$ cat src/rtl/io_port_if.sv
// Bundles the processor port datapath and the device handshakes of io_port_bridge.
// The slave modport is the bridge side. The master modport is the processor plus device side.
interface io_port_if #(
    parameter int DATA_W = 16,
    parameter int CNT_W  = 3
);
    logic              cpu_out_wr;
    logic [DATA_W-1:0] cpu_out_data;
    logic              out_full;
    logic [CNT_W-1:0]  out_count;
    logic              dev_out_valid;
    logic [DATA_W-1:0] dev_out_data;
    logic              dev_out_ready;
    logic              dev_in_valid;
    logic [DATA_W-1:0] dev_in_data;
    logic              dev_in_ready;
    logic              cpu_in_rd;
    logic [DATA_W-1:0] cpu_in_data;
    logic              cpu_in_avail;
    logic              err_clr;
    logic              out_overflow;
    logic              in_underrun;

    modport slave (
        input  cpu_out_wr, cpu_out_data, dev_out_ready, dev_in_valid, dev_in_data,
               cpu_in_rd, err_clr,
        output out_full, out_count, dev_out_valid, dev_out_data, dev_in_ready,
               cpu_in_data, cpu_in_avail, out_overflow, in_underrun
    );

    modport master (
        output cpu_out_wr, cpu_out_data, dev_out_ready, dev_in_valid, dev_in_data,
               cpu_in_rd, err_clr,
        input  out_full, out_count, dev_out_valid, dev_out_data, dev_in_ready,
               cpu_in_data, cpu_in_avail, out_overflow, in_underrun
    );
endinterface

$ cat src/rtl/io_port_bridge.sv
// Bridges the processor OUT/IN port datapath to an external device.
// Outbound words pass through a show-ahead FIFO.
// Inbound words pass through a one-entry holding register that is controlled by a two-state FSM.
module io_port_bridge #(
    parameter int DATA_W    = 16,
    parameter int OUT_DEPTH = 4,
    parameter int CNT_W     = $clog2(OUT_DEPTH) + 1
) (
    input logic     clk,
    input logic     rst,
    io_port_if.slave bus
);
    localparam int PTR_W = $clog2(OUT_DEPTH);

    typedef enum logic {IN_EMPTY, IN_FULL} inState_t;

    logic [DATA_W-1:0] outMem [OUT_DEPTH];
    logic [PTR_W-1:0]  wrPtr, rdPtr;
    logic [CNT_W-1:0]  count;
    logic              fifoFull, push, pop, dropWrite;

    inState_t          inState, nextState;
    logic              capture, underrunEvt;
    logic [DATA_W-1:0] heldData;
    logic              overflowFlag, underrunFlag;

    // A full FIFO accepts a write only if it is draining in the same cycle.
    // dev_out_ready affects push acceptance only. It does not affect out_full.
    assign fifoFull  = (count == CNT_W'(OUT_DEPTH));
    assign pop       = (count != '0) && bus.dev_out_ready;
    assign push      = bus.cpu_out_wr && (!fifoFull || pop);
    assign dropWrite = bus.cpu_out_wr && fifoFull && !pop;

    assign bus.out_full      = fifoFull;
    assign bus.out_count     = count;
    assign bus.dev_out_valid = (count != '0);
    assign bus.dev_out_data  = outMem[rdPtr];
    assign bus.cpu_in_data   = heldData;
    assign bus.out_overflow  = overflowFlag;
    assign bus.in_underrun   = underrunFlag;

    // Storage write. The FIFO storage has no reset and only writes on push.
    // NOTE: storage arrays are not reset; valid-ness is tracked by count, so a reset here only costs logic.
    always_ff @(posedge clk) begin
        if (push) outMem[wrPtr] <= bus.cpu_out_data;
    end

    // The FIFO pointers and occupancy count. The pointers wrap modulo OUT_DEPTH.
    // NOTE: sequential state uses non-blocking assignments so every register samples pre-edge values.
    always_ff @(posedge clk or posedge rst) begin
        if (rst) begin
            wrPtr <= '0;
            rdPtr <= '0;
            count <= '0;
        end else begin
            if (push) wrPtr <= wrPtr + PTR_W'(1);
            if (pop)  rdPtr <= rdPtr + PTR_W'(1);
            case ({push, pop})
                2'b10:   count <= count + CNT_W'(1);
                2'b01:   count <= count - CNT_W'(1);
                default: count <= count;
            endcase
        end
    end

    // The input FSM state register.
    always_ff @(posedge clk or posedge rst) begin
        if (rst) inState <= IN_EMPTY;
        else     inState <= nextState;
    end

    // The input FSM next state and handshake outputs. These depend on the state only, so there is no path from valid to ready.
    always_comb begin
        // NOTE: every output of this block gets a default first so no latch is inferred.
        nextState        = inState;
        bus.dev_in_ready = 1'b0;
        bus.cpu_in_avail = 1'b0;
        capture          = 1'b0;
        underrunEvt      = 1'b0;
        case (inState)
            IN_EMPTY: begin
                bus.dev_in_ready = 1'b1;
                underrunEvt      = bus.cpu_in_rd;
                if (bus.dev_in_valid) begin
                    capture   = 1'b1;
                    nextState = IN_FULL;
                end
            end
            IN_FULL: begin
                bus.cpu_in_avail = 1'b1;
                if (bus.cpu_in_rd) nextState = IN_EMPTY;
            end
        endcase
    end

    // The holding register. It keeps its last word after the word is read, so an underrun read returns that word.
    always_ff @(posedge clk or posedge rst) begin
        if (rst)          heldData <= '0;
        else if (capture) heldData <= bus.dev_in_data;
    end

    // The sticky error flags. A new error event takes priority over err_clr.
    always_ff @(posedge clk or posedge rst) begin
        if (rst) begin
            overflowFlag <= 1'b0;
            underrunFlag <= 1'b0;
        end else begin
            if (dropWrite)        overflowFlag <= 1'b1;
            else if (bus.err_clr) overflowFlag <= 1'b0;
            if (underrunEvt)      underrunFlag <= 1'b1;
            else if (bus.err_clr) underrunFlag <= 1'b0;
        end
    end
endmodule

$ cat src/flat_wrapper.sv
// flat-port wrapper written by rule: the top's interface ports become plain ports
module io_port_bridge_flat 
#(
    parameter int DATA_W    = 16,
    parameter int OUT_DEPTH = 4,
    parameter int CNT_W     = $clog2(OUT_DEPTH) + 1
)
  (clk, rst, bus_cpu_out_wr, bus_cpu_out_data, bus_dev_out_ready, bus_dev_in_valid, bus_dev_in_data, bus_cpu_in_rd, bus_err_clr, bus_out_full, bus_out_count, bus_dev_out_valid, bus_dev_out_data, bus_dev_in_ready, bus_cpu_in_data, bus_cpu_in_avail, bus_out_overflow, bus_in_underrun);
  io_port_if #(.DATA_W(DATA_W), .CNT_W(CNT_W)) bus_i ();
  input logic clk;
  input logic rst;
  input wire logic [$bits(bus_i.cpu_out_wr)-1:0] bus_cpu_out_wr;
  input wire logic [$bits(bus_i.cpu_out_data)-1:0] bus_cpu_out_data;
  input wire logic [$bits(bus_i.dev_out_ready)-1:0] bus_dev_out_ready;
  input wire logic [$bits(bus_i.dev_in_valid)-1:0] bus_dev_in_valid;
  input wire logic [$bits(bus_i.dev_in_data)-1:0] bus_dev_in_data;
  input wire logic [$bits(bus_i.cpu_in_rd)-1:0] bus_cpu_in_rd;
  input wire logic [$bits(bus_i.err_clr)-1:0] bus_err_clr;
  output wire logic [$bits(bus_i.out_full)-1:0] bus_out_full;
  output wire logic [$bits(bus_i.out_count)-1:0] bus_out_count;
  output wire logic [$bits(bus_i.dev_out_valid)-1:0] bus_dev_out_valid;
  output wire logic [$bits(bus_i.dev_out_data)-1:0] bus_dev_out_data;
  output wire logic [$bits(bus_i.dev_in_ready)-1:0] bus_dev_in_ready;
  output wire logic [$bits(bus_i.cpu_in_data)-1:0] bus_cpu_in_data;
  output wire logic [$bits(bus_i.cpu_in_avail)-1:0] bus_cpu_in_avail;
  output wire logic [$bits(bus_i.out_overflow)-1:0] bus_out_overflow;
  output wire logic [$bits(bus_i.in_underrun)-1:0] bus_in_underrun;
  assign bus_i.cpu_out_wr = bus_cpu_out_wr;
  assign bus_i.cpu_out_data = bus_cpu_out_data;
  assign bus_i.dev_out_ready = bus_dev_out_ready;
  assign bus_i.dev_in_valid = bus_dev_in_valid;
  assign bus_i.dev_in_data = bus_dev_in_data;
  assign bus_i.cpu_in_rd = bus_cpu_in_rd;
  assign bus_i.err_clr = bus_err_clr;
  assign bus_out_full = bus_i.out_full;
  assign bus_out_count = bus_i.out_count;
  assign bus_dev_out_valid = bus_i.dev_out_valid;
  assign bus_dev_out_data = bus_i.dev_out_data;
  assign bus_dev_in_ready = bus_i.dev_in_ready;
  assign bus_cpu_in_data = bus_i.cpu_in_data;
  assign bus_cpu_in_avail = bus_i.cpu_in_avail;
  assign bus_out_overflow = bus_i.out_overflow;
  assign bus_in_underrun = bus_i.in_underrun;
  io_port_bridge #(.DATA_W(DATA_W), .OUT_DEPTH(OUT_DEPTH), .CNT_W(CNT_W)) u_core (.clk(clk), .rst(rst), .bus(bus_i));
endmodule
$ cat config.mk
export PLATFORM = sky130hd
export DESIGN_NAME = io_port_bridge_flat
export DESIGN_NICKNAME = d
export VERILOG_FILES = /design/src/rtl/io_port_if.sv /design/src/rtl/io_port_bridge.sv /design/src/flat_wrapper.sv
export SDC_FILE = /design/constraint.sdc
export NUM_CORES = 1
export LEC_CHECK = 0
export ABC_CLOCK_PERIOD_IN_PS = 2550
export CORE_MARGIN = 5
export CORE_UTILIZATION = 40
export CTS_CLUSTER_SIZE = 28
export DETAILED_ROUTE_END_ITERATION = 8
export GPL_ROUTABILITY_DRIVEN = 0
export PLACE_DENSITY = 0.66
export SYNTH_ARGS = -nofsm -noshare
export SYNTH_HDL_FRONTEND = slang
export SYNTH_SLANG_ARGS = --single-unit
$ cat constraint.sdc
create_clock -name clk -period 2.55 [get_ports clk]
set_input_delay 0.255 -clock clk [delete_from_list [all_inputs] [get_ports clk]]
set_output_delay 0.255 -clock clk [all_outputs]
set_load 0.05 [all_outputs]
==> results.sh <==
export IMPL_placementRows=34
export IMPL_fin_crit_sh=0.905
export IMPL_num_vias=1895
export IMPL_rsz0062_at_grt="false"
export IMPL_setup_tns_ns=0
export IMPL_setup_viol=0
export IMPL_relSlewSlack=0.645
export IMPL_dieArea_um2=10900
export IMPL_power_internal_w=0.00324
export IMPL_final_nets=313
export IMPL_cts_made_buffers=9
export IMPL_synth_xor_area_frac=0.0148
export IMPL_rrSetupSlack_ns=0.43
export IMPL_syn_area_per_cell_um2=19.9
export IMPL_postSynthRegisterBits=90
export IMPL_htree_levels=3
export IMPL_max_freq_mhz=434
export IMPL_post_cts_setup_buffers=0
export IMPL_netlist_area_um2=3560
export IMPL_cellPowerDensity_nw_per_um2=1190
export IMPL_fin_hold_ws_ns=0.246
export IMPL_first_iter_violations=44
export IMPL_die_h_um=104
export IMPL_power_switching_w=0.00229
export IMPL_hold_class="primary input to asynchronous set/reset pin"
export IMPL_core_area_um2=8680
export IMPL_portBuffers=79
export IMPL_cp_start_kind="flop"
export IMPL_netlist_instances=179
export IMPL_crit_arrival_ns=2.05
export IMPL_drc=0
export IMPL_start_util=0.410
export IMPL_p_seq_frac=0.380
export IMPL_layout_drive_gt1_share=0.292
export IMPL_fin_crit_ns=2.31
export IMPL_cts_resized=0
export IMPL_overflow=0
export IMPL_drv_slew=0
export IMPL_finalCoreUtilization=0.535
export IMPL_fin_total_pwr_w=0.00554
export IMPL_p_sw_frac=0.414
export IMPL_status="finished, final reports clean"
export IMPL_io_pins=80
export IMPL_leakagePower_nw=1.70
export IMPL_antenna_found_initial=0
export IMPL_max_cap_violations=0
export IMPL_clock_sinks=90
export IMPL_worstSetupPathType="flop to output pin"
export IMPL_grt_usage=0.128
export IMPL_ir_worst_vdd_mv=0.719
export IMPL_wl_per_cell_um=17.4
export IMPL_first_pass_iters=4
export IMPL_skew_ns=0.0106
export IMPL_clk_pin_slew_worst_paths_ns=0.10
export IMPL_antennaDiodeCount=0
export IMPL_die_width_um=104
export IMPL_synth_area_mux_share=0.164
export IMPL_synth_nets=223
export IMPL_dp_hpwl_um=4530
export IMPL_synth_cell_types=35
export IMPL_combPwrFrac=0.456
export IMPL_syn2layout_area_growth_pct=30.4
export IMPL_synth_top_family_by_area="multiplexers"
export IMPL_yosys_area_share_simple=0.0295
export IMPL_routed_wl_um=6660
export IMPL_yosysSeqAreaShare=0.723
export IMPL_antenna_left=0
export IMPL_clkPwrFrac=0.164
export IMPL_clk_latency_ns=0.35
export IMPL_cts_hold_repair_buffers=0
export IMPL_cts_root_buf="clkbuf_8"
export IMPL_end_kind="output pin"
export IMPL_grt_pass1_wl_um=10900
export IMPL_vias_per_cell=4.96
export IMPL_synthAdderAreaFrac=0.0197
export IMPL_grt_max_degree=27
export IMPL_synth_warnings=0
export IMPL_cts_tree="built"
export IMPL_cts_buffer_depth=2
export IMPL_synth_compound_area_share=0.0228
export IMPL_tightest_slew_ns=0.531
export IMPL_grt_pass1_vias=2136
export IMPL_hold_viol_final=0
export IMPL_cp_data_required_time_ns=2.30
export IMPL_crit_fanout=7
power by group through the flow:
stage,logic (W),clock network (W),registers [W]
finish,0.00253,0.000906,0.00210
global route,0.00268,0.00101,0.00215
CTS,0.00257,0.000937,0.00211
detailed placement,0.00257,0,0.00214
global placement,0.00254,0,0.00212
floorplan,0.00158,0,0.00236
Yosys cell counts:
cell | number | share of area
a22o_1 | 1 | 0.0025
a22oi_1 | 1 | 0.0021
a32o_1 | 1 | 0.0028
and2_1 | 4 | 0.0070
and3_1 | 1 | 0.0018
buf_2 | 6 | 0.0084
buf_4 | 2 | 0.0042
buf_6 | 1 | 0.0032
clkbuf_1 | 1 | 0.0011
dfrtp_1 | 26 | 0.18
edfxtp_1 | 64 | 0.54
fa_1 | 1 | 0.0056
ha_1 | 4 | 0.014
inv_1 | 9 | 0.0095
mux2_1 | 1 | 0.0032
mux2_2 | 18 | 0.057
mux2i_1 | 1 | 0.0028
mux4_2 | 16 | 0.10
nand2_1 | 1 | 0.0011
nand2b_1 | 1 | 0.0018
nand3_1 | 1 | 0.0014
nand3b_1 | 1 | 0.0021
nor2b_1 | 1 | 0.0018
nor2b_2 | 1 | 0.0025
nor3_1 | 1 | 0.0014
nor4b_4 | 1 | 0.0067
o211ai_1 | 1 | 0.0021
o21ai_0 | 1 | 0.0014
o21ba_2 | 1 | 0.0028
o21bai_1 | 1 | 0.0021
o31a_1 | 1 | 0.0025
o32ai_2 | 1 | 0.0046
or2b_1 | 1 | 0.0021
xnor2_1 | 2 | 0.0049
xor2_1 | 4 | 0.0098
routing by layer:
layer	global-route usage	share of wire
met3	0.0571	0.097
met5	0	0
met4	0.0500	0.012
met1	0.161	0.43
met2	0.193	0.46
registers in the layout, indices dropped and copies added, names as in the netlist:
| signal | count |
|---|---|
| u_core.inState | 1 |
| u_core.bus.in_underrun | 1 |
| u_core.bus.out_overflow | 1 |
| u_core.bus.cpu_in_data | 16 |
| u_core.wrPtr | 2 |
| u_core.outMem | 64 |
| u_core.rdPtr | 2 |
| u_core.bus.out_count | 3 |
cells by family after synthesis:
family          count (synthesis)
compound gates                  9
xor+xnor                        6
fa+ha+maj                       5
buf+inv                        19
flops                          90
mux                            36
simple gates                   14
worst max-delay path: stages, from the launching register on:
cell,delay (ns)
dfrtp_1,0.50
inv_1,0.16
and3_1,0.21
clkdlybuf4s50_1,0.83
worst paths after layout:
| kind | end | start | cells after the start |
|---|---|---|---|
| hold reg to reg | u_core.rdPtr[0] | u_core.rdPtr[0] | 1 |
| max in group asynchronous | u_core.bus.cpu_in_data[10] | rst | 3 |
| setup / recovery | bus_out_full | u_core.bus.out_count[1] | 3 |
| hold / removal | u_core.bus.out_count[1] | rst | 3 |
| min in group clk | u_core.inState | bus_cpu_in_rd | 2 |
| setup reg to reg | u_core.bus.out_count[2] | u_core.bus.out_count[0] | 6 |
placed cells by master, fill, tap and decap left out, types with 9 or more instances in the layout:
cell             count
edfxtp_1            64
mux4_2              16
dfrtp_1             26
mux2_2              18
clkbuf_8             9
buf_4               26
inv_1                9
clkdlybuf4s50_1     63
cell type report:
type / instances / area (um^2)
multi-input cells: 70 / 893
well taps: 108 / 135
inverters: 9 / 33.8
clock buffers: 9 / 124
repair buffers: 89 / 826
flip-flops and latches: 90 / 2570
clock inverters: 7 / 58.8
fillers: 740 / 4040
through the flow:
step	worst slack [ns]	cells	area, um^2
after global routing	0.145	382	4640
after floorplan	0.264	179	3560
after detailed placement	0.259	366	4460
after global placement	0.340	366	4460
final	0.243	382	4640
after CTS	0.222	382	4640
Power figures use the tool's default switching activity.
